[src/rtl/alu_mc_pkg.sv]
// Shared opcode and FSM encodings for the multi-cycle ALU.
package alu_mc_pkg;

    localparam logic [3:0] OP_ADD = 4'b0001;
    localparam logic [3:0] OP_SUB = 4'b0010;
    localparam logic [3:0] OP_MUL = 4'b0011;
    localparam logic [3:0] OP_SHL = 4'b0100;
    localparam logic [3:0] OP_SHR = 4'b0101;
    localparam logic [3:0] OP_SRA = 4'b0110;
    localparam logic [3:0] OP_AND = 4'b0111;
    localparam logic [3:0] OP_OR  = 4'b1000;
    localparam logic [3:0] OP_XOR = 4'b1001;
    localparam logic [3:0] OP_SLT = 4'b1010;

    localparam logic [1:0] IDLE = 2'd0;
    localparam logic [1:0] BUSY = 2'd1;
    localparam logic [1:0] HOLD = 2'd2;

endpackage

[src/rtl/alu_mc_mul.sv]
// Iterative shift-add multiplier retiring MUL_STEP multiplier bits per cycle.
module alu_mc_mul #(
    parameter int Width    = 32,
    parameter int MUL_STEP = 1
) (
    input  logic                 clk,
    input  logic                 rst,
    input  logic                 start,
    input  logic [Width-1:0]     a,
    input  logic [Width-1:0]     b,
    output logic                 busy,
    output logic                 done,
    output logic [2*Width-1:0]   product
);

    localparam int N  = Width / MUL_STEP;
    localparam int CW = $clog2(N) + 1;

    logic [Width-1:0]   mcand;
    logic [2*Width-1:0] acc;
    logic [2*Width-1:0] acc_nxt;
    logic [CW-1:0]      cnt;

    // Multiplier digits sit in the low half and are consumed as the accumulator shifts right.
    function automatic logic [2*Width-1:0] mul_step(input logic [2*Width-1:0] acc_i,
                                                    input logic [Width-1:0]   m);
        logic [Width+MUL_STEP-1:0]   sum;
        logic [2*Width+MUL_STEP-1:0] wide;
        sum  = {{MUL_STEP{1'b0}}, acc_i[2*Width-1:Width]}
             + {{MUL_STEP{1'b0}}, m} * {{Width{1'b0}}, acc_i[MUL_STEP-1:0]};
        wide = {sum, acc_i[Width-1:0]};
        return wide[2*Width+MUL_STEP-1:MUL_STEP];
    endfunction

    assign acc_nxt = mul_step(acc, mcand);
    assign product = acc_nxt;
    assign done    = busy & (cnt == CW'(1));

    // The first digit is retired on the start edge, so N-1 busy cycles remain.
    always_ff @(posedge clk or posedge rst) begin
        if (rst) begin
            busy <= 1'b0;
            cnt  <= '0;
        end else if (start) begin
            busy <= 1'b1;
            cnt  <= CW'(N - 1);
        end else if (busy) begin
            cnt <= cnt - CW'(1);
            if (cnt == CW'(1))
                busy <= 1'b0;
        end
    end

    always_ff @(posedge clk) begin
        if (start) begin
            mcand <= a;
            acc   <= mul_step({{Width{1'b0}}, b}, a);
        end else if (busy) begin
            acc <= acc_nxt;
        end
    end

endmodule

[src/rtl/alu_mc.sv]
// Handshaked multi-cycle integer ALU: single-cycle ops plus an iterative multiply.
module alu_mc
    import alu_mc_pkg::*;
#(
    parameter int Width    = 32,
    parameter int MUL_STEP = 1
) (
    input  logic             clk,
    input  logic             rst,
    input  logic             in_valid,
    output logic             in_ready,
    input  logic [3:0]       control,
    input  logic [Width-1:0] operand1,
    input  logic [Width-1:0] operand2,
    output logic             out_valid,
    input  logic             out_ready,
    output logic [Width-1:0] out,
    output logic             flag_zero,
    output logic             flag_carry,
    output logic             flag_ovf,
    output logic             err
);

    localparam int SW = $clog2(Width);

    logic [1:0]          state;
    logic                accept;
    logic                is_mul;
    logic                illegal;
    logic                mul_busy;
    logic                mul_done;
    logic [2*Width-1:0]  product;
    logic [Width-1:0]    res;
    logic                res_c;
    logic                res_v;
    logic [Width:0]      add_w;
    logic [Width:0]      sub_w;
    logic [SW-1:0]       shamt;
    logic                shbig;
    logic signed [Width-1:0] a_s;
    logic signed [Width-1:0] b_s;

    assign in_ready  = (state == IDLE) | ((state == HOLD) & out_ready);
    assign out_valid = (state == HOLD);
    assign accept    = in_valid & in_ready;
    assign is_mul    = (control == OP_MUL);

    assign a_s   = operand1;
    assign b_s   = operand2;
    assign add_w = {1'b0, operand1} + {1'b0, operand2};
    assign sub_w = {1'b0, operand1} - {1'b0, operand2};
    assign shamt = operand2[SW-1:0];
    assign shbig = |(operand2 >> SW);

    always_comb begin
        res     = '0;
        res_c   = 1'b0;
        res_v   = 1'b0;
        illegal = 1'b0;
        unique case (control)
            OP_ADD: begin
                res   = add_w[Width-1:0];
                res_c = add_w[Width];
                res_v = (operand1[Width-1] == operand2[Width-1]) &&
                        (add_w[Width-1] != operand1[Width-1]);
            end
            OP_SUB: begin
                res   = sub_w[Width-1:0];
                res_c = sub_w[Width];
                res_v = (operand1[Width-1] != operand2[Width-1]) &&
                        (sub_w[Width-1] != operand1[Width-1]);
            end
            OP_MUL: res = '0;
            OP_SHL: res = shbig ? '0 : operand1 << shamt;
            OP_SHR: res = shbig ? '0 : operand1 >> shamt;
            OP_SRA: res = shbig ? {Width{operand1[Width-1]}} : a_s >>> shamt;
            OP_AND: res = operand1 & operand2;
            OP_OR:  res = operand1 | operand2;
            OP_XOR: res = operand1 ^ operand2;
            OP_SLT: res[0] = (a_s < b_s);
            default: illegal = 1'b1;
        endcase
    end

    alu_mc_mul #(
        .Width   (Width),
        .MUL_STEP(MUL_STEP)
    ) u_mul (
        .clk    (clk),
        .rst    (rst),
        .start  (accept & is_mul),
        .a      (operand1),
        .b      (operand2),
        .busy   (mul_busy),
        .done   (mul_done),
        .product(product)
    );

    // Result registers only move on the edge that enters HOLD.
    always_ff @(posedge clk or posedge rst) begin
        if (rst) begin
            state      <= IDLE;
            out        <= '0;
            flag_zero  <= 1'b0;
            flag_carry <= 1'b0;
            flag_ovf   <= 1'b0;
            err        <= 1'b0;
        end else if (accept) begin
            if (is_mul) begin
                state <= BUSY;
            end else begin
                state      <= HOLD;
                out        <= res;
                flag_zero  <= ~illegal & ~|res;
                flag_carry <= res_c;
                flag_ovf   <= res_v;
                err        <= illegal;
            end
        end else if ((state == BUSY) && mul_busy && mul_done) begin
            state      <= HOLD;
            out        <= product[Width-1:0];
            flag_zero  <= ~|product[Width-1:0];
            flag_carry <= |product[2*Width-1:Width];
            flag_ovf   <= 1'b0;
            err        <= 1'b0;
        end else if ((state == HOLD) && out_ready) begin
            state <= IDLE;
        end
    end

endmodule

[config.mk]
export PLATFORM = sky130hd
export DESIGN_NAME = alu_mc
export DESIGN_NICKNAME = d
export VERILOG_FILES = /design/src/rtl/alu_mc_pkg.sv /design/src/rtl/alu_mc_mul.sv /design/src/rtl/alu_mc.sv
export SDC_FILE = /design/constraint.sdc
export NUM_CORES = 1
export LEC_CHECK = 0
export ABC_AREA = 1
export BUFFER_PORTS_ARGS = -buffer_cell sky130_fd_sc_hd__buf_2
export CORE_ASPECT_RATIO = 1.75
export CORE_UTILIZATION = 43
export CTS_BUF_LIST = sky130_fd_sc_hd__clkbuf_2 sky130_fd_sc_hd__clkbuf_4 sky130_fd_sc_hd__clkbuf_8
export CTS_CLUSTER_DIAMETER = 30
export CTS_CLUSTER_SIZE = 30
export DETAILED_ROUTE_END_ITERATION = 12
export PLACE_DENSITY = 0.63
export SLEW_MARGIN = 20
export SYNTH_ARGS = -nofsm -noshare
export SYNTH_HDL_FRONTEND = slang
export SYNTH_HIERARCHICAL = 1
export SYNTH_SLANG_ARGS = --single-unit
[constraint.sdc]
create_clock -name clk -period 6.1 [get_ports clk]
set_input_delay 0.61 -clock clk [delete_from_list [all_inputs] [get_ports clk]]
set_output_delay 0.61 -clock clk [all_outputs]
set_load 0.05 [all_outputs]
==> results of run 1 <==
-- critical path, stage by stage, from the launching register on --
cell	delay, ns
edfxtp_1	0.67
buf_4	0.32
nand2_1	0.07
inv_1	0.04
ha_1	0.22
fa_1	0.47
nand3_1	0.12
nand3_1	0.15
nand3_1	0.12
nand3b_1	0.22
nand2_1	0.15
nand3b_1	0.10
and2_1	0.17
nor4_1	0.57
nand4_1	0.21
o311ai_0	0.43
nand2_1	0.09
-- cells in the final DEF (no fill, tap or decap), types with 13 or more instances in the layout --
| master | n |
|---|---|
| nand2_1 | 1160 |
| inv_1 | 438 |
| nand3_1 | 425 |
| nor2_1 | 311 |
| ha_1 | 138 |
| a21oi_1 | 119 |
| buf_2 | 109 |
| o21ai_0 | 107 |
| edfxtp_1 | 96 |
| dfrtp_1 | 45 |
| nor3_1 | 30 |
| nand4_1 | 29 |
| and2_1 | 27 |
| buf_4 | 27 |
| clkbuf_8 | 17 |
| xor2_1 | 16 |
| nor4_1 | 16 |
| nand2_2 | 15 |
| o21ai_1 | 13 |
-- state kept, by name (all words and copies together) (netlist names) --
register and flops:
u_mul/acc 64, out 32, u_mul/mcand 32, u_mul/cnt 6, state 2, err 1, flag_carry 1, flag_ovf 1
flag_zero 1, u_mul/busy 1
-- metal layers --
layer | part of all wire, % | vias to the layer above | global-route usage (%) | routed length [um]
met5 | 0 | - | 0 | 0
met4 | 12 | 0 | 41.4 | 10800
met3 | 4.9 | 360 | 3.77 | 4550
met2 | 51 | 1033 | 76.2 | 47000
met1 | 33 | 10200 | 39.0 | 30200
li1 | - | 10400 | - | -
-- worst max path at each step --
| stage | startpoint | endpoint |
|---|---|---|
| 3_5_place_dp | u_mul/acc[0] | flag_carry |
| 4_1_cts | u_mul/acc[0] | flag_carry |
| 6_report | u_mul/acc[0] | flag_carry |
| 3_3_place_gp | u_mul/acc[0] | flag_carry |
| 5_1_grt | u_mul/acc[0] | flag_carry |
| 2_1_floorplan | out_ready | u_mul/acc[0] |
-- kinds of logic after synthesis --
group	after synthesis	synth area share [%]
and+or+nand+nor	2056	46.0
buffers and inverters	601	13.4
AOI/OAI and AO/OA	306	9.10
adders and majority gates	141	9.48
DFF	141	21.3
xor gates and xnor gates	17	0.830
-- power by group through the flow --
| stage | Combinational [mW] | Clock (mW) | Sequential [mW] |
|---|---|---|---|
| floorplan | 0.603 | 0 | 1.06 |
| global placement | 1.00 | 0 | 1.04 |
| detailed placement | 1.00 | 0 | 1.04 |
| CTS | 1.01 | 0.772 | 1.02 |
| global route | 1.11 | 0.799 | 1.02 |
| finish | 1.04 | 0.758 | 1.02 |
-- layout make-up --
type	count	share of cell area (%)
Tap cell	566	3.56
Antenna cell	1	0.0126
Inverter	454	8.58
Sequential cell	141	20.2
Clock buffer	18	1.21
Multi-Input combinational cell	2520	62.1
Timing Repair Buffer	136	3.76
Clock inverter	14	0.635
-- per-stage QoR --
stage	area, sq um	power (mW)	setup slack, ns	std cells
detailed placement	19500	2.05	1.94	3817
finish	19900	2.82	1.84	3850
floorplan	18800	1.66	0.438	3262
global placement	19500	2.04	2.00	3817
CTS	19900	2.80	1.92	3849
global route	19900	2.93	1.59	3850
==> reports/metrics.cfg, run 1 <==
[outcome]
outcome=finished clean

[final_layout]
final_nets=3483
area_growth_pct=5.52
fill_cells=4864
final_core_utilization_pct=45.9
regArea_sq_um=4010
drive_gt1_share_pct=6.88
multi_input_area_sq_um=12300

[cts]
hold_buffers=0
clk_path_buf_depth=2
cts.sink_count=141
clk_latency_ns=0.49
htree_levels=4
cts_setup_buffers=0
cts-resized-gates=0
clkTransAtPathRegs_ns=0.11
cts-buffers-inserted=17
cts-root-buf=clkbuf_8
cts_tree=built

[pwr]
power.density_nw_per_um2=142
p_leak_nw=10.9
power.internal_mw=1.58
combPwrFrac_pct=36.9
ir_drop_mv=0.0996
seq_power_share_pct=36.3
sw_frac_of_total_pct=44.0
p_clk_share_pct=26.9
power.switching_mw=1.24

[floorplan]
pin_count=110
die_w_um=160
placementRows=101
core-area_sq_um=43300
dieArea_sq_um=44700
start_util_pct=43.5
die_h_um=279

[timing]
period_minus_slack_ns=4.26
tightest_slew_ns=1.03
fmax_ghz=0.235
tns_ns=0
final_max_slew_viol_count=0
finalHoldViolations=0
slew_headroom_pct=30.4
fin_crit_sh_pct=69.8
hold_slack_ns=0.0490
fin_skew_ns=0.0297
setup_viol=0
rsz0062_at_grt=false

[min_path]
hold_class=input pin to asynchronous set/reset pin

[global_routing]
antenna_found_initial=2
grt_pass1_vias=21600
grt_usage_pct=41.3
grt_pass1_wl_um=134000
grt-ovfl-total=0
grt_max_degree=67

[critical_path]
worstPathMaxFanout=17
cp_data_arrival_time_ns=4.61
path_class=register to register
r2r_end=flag_carry
endpoint_kind=register
startpoint_type=register
rr_worst_depth=16
reg2reg_from=u_mul/acc[0]
regToRegSetupSlack_ns=1.84
required_ns=6.45

[yosys]
syn_inst=3262
synth_most_common_cell=nand2_1
async_reset_ff_share_pct=31.9
synth-edff-count=96
syn_nets=3475
ys_ff_latch=141
syn_area_sq_um=18800
synth-main-ff-cell=edfxtp_1
yosysWarnings=6
yosysTopAreaCellShare_pct=23.1
yosysTopAreaCell=nand2_1
syn_area_per_cell_sq_um=5.78
synth_commonest_cells=nand2_1, inv_1, nand3_1
yosysSeqAreaShare_pct=21.3
ys_top_cells_by_area=nand2_1, edfxtp_1, nand3_1
yosysUniqueCellTypes=49

[drt]
ant_nets=0
vias_per_cell=5.71
drc=0
drt_first_pass_iters=8
route.vias.total=22000
wl_per_cell_um=24.1
routed_wl_um=92600
drt_iter0_drc=1785

[run]
drv_cap=0

[placed_design]
hpwl_um=76400
portBuffers=109
place.gp.congestion=1.01

Power figures use the tool's default switching activity.
==> run 2: changes to the inputs <==
Settings changed: ABC_AREA 1 to 0.
Clock period 6.1 ns to 4.3 ns, I/O delays scaled along.
==> run 2 against run 1 <==
Non-clock buffer count rose by 375; sequential share of layout area fell by 2.2 points; setup slack got worse by 1.8 ns; total power rose by 66%; final area rose by 12%; critical path depth did not move; clock skew fell by 0.0041 ns; register-to-register slack got worse by 1.7 ns; sequential power rose by 41%; largest power group unchanged.
==> reports/metrics.cfg, run 2 <==
[yosys]
async_reset_ff_share_pct=31.9  ; unchanged
syn_area_per_cell_sq_um=8.36  ; +45%
ys_ff_latch=141  ; unchanged
syn_inst=2188  ; -33%
synth-main-ff-cell=edfxtp_1
ys_top_cells_by_area=edfxtp_1, ha_1, dfrtp_1
synth-edff-count=96  ; unchanged
yosysTopAreaCellShare_pct=15.8  ; -7.4 points
yosysSeqAreaShare_pct=21.9  ; +0.65 points
synth_most_common_cell=nand2_1
syn_area_sq_um=18300  ; -3.0%
yosysTopAreaCell=edfxtp_1
syn_nets=2401  ; -31%
yosysWarnings=6  ; unchanged
yosysUniqueCellTypes=100  ; +100%
synth_commonest_cells=nand2_1, a21oi_1, nor2_1

[drt]
drt_iter0_drc=1839  ; +3.0%
drt_first_pass_iters=8  ; unchanged
routed_wl_um=90300  ; -2.5%
route.vias.total=20100  ; -8.5%
drc=0  ; unchanged
wl_per_cell_um=29.2  ; +21%
ant_nets=0  ; unchanged
vias_per_cell=6.51  ; +14%

[timing]
period_minus_slack_ns=4.28
tightest_slew_ns=1.00  ; -0.0306 ns
tns_ns=0  ; unchanged
slew_headroom_pct=33.1  ; +2.7 points
setup_viol=0  ; unchanged
fin_crit_sh_pct=99.6
finalHoldViolations=0  ; unchanged
rsz0062_at_grt=false
fin_skew_ns=0.0256  ; -0.00407 ns
final_max_slew_viol_count=0  ; unchanged
fmax_ghz=0.234

[cts]
cts-root-buf=clkbuf_8
clk_latency_ns=0.49  ; about the same
clk_path_buf_depth=2  ; unchanged
clkTransAtPathRegs_ns=0.10  ; about the same
htree_levels=4  ; unchanged
cts.sink_count=141  ; unchanged
cts-buffers-inserted=17  ; unchanged
cts_tree=built

[critical_path]
slowest_delay_ns=0.63  ; -0.04 ns
startpoint_type=input pin
cp_num_buf_inv=5  ; +3
crit_path_start=operand2[0]
cp_data_arrival_time_ns=4.69  ; +0.08 ns
slowest_stage=mux4_2
crit_top_cell=buf_4
endpoint_kind=register
crit_chain=buf_4 > buf_4 > buf_12 > mux4_2 > a22o_1 > a31oi_2 > buf_4 > nor3_1 > nor4_2 > buf_4 > nand3_1 > or4_1 > nor4_1 > nand4_1 > or4_1 > o31ai_2
crit_family=simple AND/OR/NAND/NOR gates
reg2reg_from=u_mul/acc[32]
path_class=input pin to register
required_ns=4.71  ; -1.74 ns
worstPathMaxFanout=32  ; +15

[floorplan]
start_util_pct=43.7  ; +0.20 points
core-area_sq_um=41900  ; -3.4%
dieArea_sq_um=43400  ; -2.9%
pin_count=110  ; unchanged
placementRows=99  ; -2.0%
die_w_um=158  ; -1.5%
die_h_um=275  ; -1.5%

[global_routing]
antenna_found_initial=4  ; +2
grt_usage_pct=41.9  ; +0.68 points
grt_pass1_wl_um=130000  ; -3.4%
grt-ovfl-total=0  ; unchanged
grt_pass1_vias=20200  ; -6.6%
grt_max_degree=71  ; +6.0%

[pwr]
seq_power_share_pct=30.8  ; -5.5 points
power.switching_mw=1.87  ; +50%
combPwrFrac_pct=43.7  ; +6.8 points
power.density_nw_per_um2=209  ; +48%
p_leak_nw=9.92  ; -9.3%
sw_frac_of_total_pct=40.0  ; -4.0 points
p_clk_share_pct=25.5  ; -1.4 points
power.internal_mw=2.80  ; +78%
ir_drop_mv=0.183  ; +84%

[run]
drv_cap=0  ; unchanged

[min_path]
hold_class=input pin to register
hold_start=operand1[30]

[placed_design]
portBuffers=109  ; unchanged
hpwl_um=71600  ; -6.3%
place.gp.congestion=1.09  ; +8.3%

[final_layout]
area_growth_pct=22.0
multi_input_area_sq_um=13000  ; +5.2%
layout_common_cells=buf_4, nand2_1, a21oi_1
drive_gt1_share_pct=28.2  ; +21 points
biggestRegsByFlops=u_mul/acc (64), out (32), u_mul/mcand (32)
final_nets=2737  ; -21%
largest_register_ffs=64  ; unchanged
layout_commonest_cell=buf_4
regMostFlops=u_mul/acc
fill_cells=4131  ; -15%
regArea_sq_um=4010  ; unchanged
final_core_utilization_pct=53.3  ; +7.4 points

[outcome]
outcome=finished clean

-- run 2: per-layer routing --
metal / vias up / wire length (um) / GRT usage [%]
met5: - / 21 / 0
met4: 4 / 11000 / 42.9
met3: 462 / 6640 / 9.23
met2: 1148 / 44200 / 72.2
met1: 9574 / 28400 / 40.0
li1: 8934 / - / -
-- run 2: kinds of logic (layout without fill, tap and decap cells) --
kind of cell | count (synthesis) | after routing | share of synthesized area (%)
compound gates | 696 | 696 | 26.3
xor+xnor | 41 | 41 | 2.00
fa+ha+maj | 141 | 141 | 9.77
buf+inv | 319 | 668 | 7.74
flops | 141 | 141 | 21.9
mux | 195 | 195 | 14.4
other cells | 0 | 1 | 0
simple gates | 655 | 655 | 17.8
-- run 2: layout make-up --
class / instances / area share [%]
clock buffers: 17 / 1.05
diodes: 1 / 0.0112
inverters: 125 / 2.10
well taps: 555 / 3.11
clock inverters: 15 / 0.881
multi-input cells: 1728 / 58.2
repair buffers: 511 / 16.6
flip-flops and latches: 141 / 18.0
-- run 2: through the flow --
stage	cell area, sq um	total power, mW	hold WS (ns)	worst slack, ns	instances
after global placement	21800	3.41	0.376	-0.852	3058
after detailed placement	21800	3.41	0.384	-0.811	3058
after floorplan	18400	2.42	0.233	0.0222	2188
after CTS	22300	4.60	0.219	0.0525	3091
final	22300	4.67	0.243	0.0181	3093
after global routing	22300	4.82	0.214	0.0161	3093
-- run 2: path summary, 6_finish.rpt --
kind,to,slack (ns),depth (start not counted)
max in group asynchronous,out[31],3.33,4
hold reg to reg,out[12],0.49,2
setup reg to reg,flag_carry,0.15,15
hold / removal,u_mul/mcand[30],0.24,1
min in group asynchronous,u_mul/cnt[1],0.41,3
setup / recovery,flag_zero,0.02,16
-- run 2: repair_timing --
item,CTS,global route
hold buffers,1,0
hold endpoints to repair,7,0
resized for setup,2,9
setup endpoints to repair,1,2
pin swaps,0,2
setup buffers,0,1
-- run 2: power by group through the flow --
| stage | clock (mW) | combinational [mW] | sequential (mW) |
|---|---|---|---|
| final | 1.19 | 2.04 | 1.44 |
| after global routing | 1.27 | 2.11 | 1.44 |
| after CTS | 1.21 | 1.95 | 1.44 |
| after detailed placement | 0 | 1.94 | 1.47 |
| after global placement | 0 | 1.93 | 1.47 |
| after floorplan | 0 | 0.947 | 1.47 |
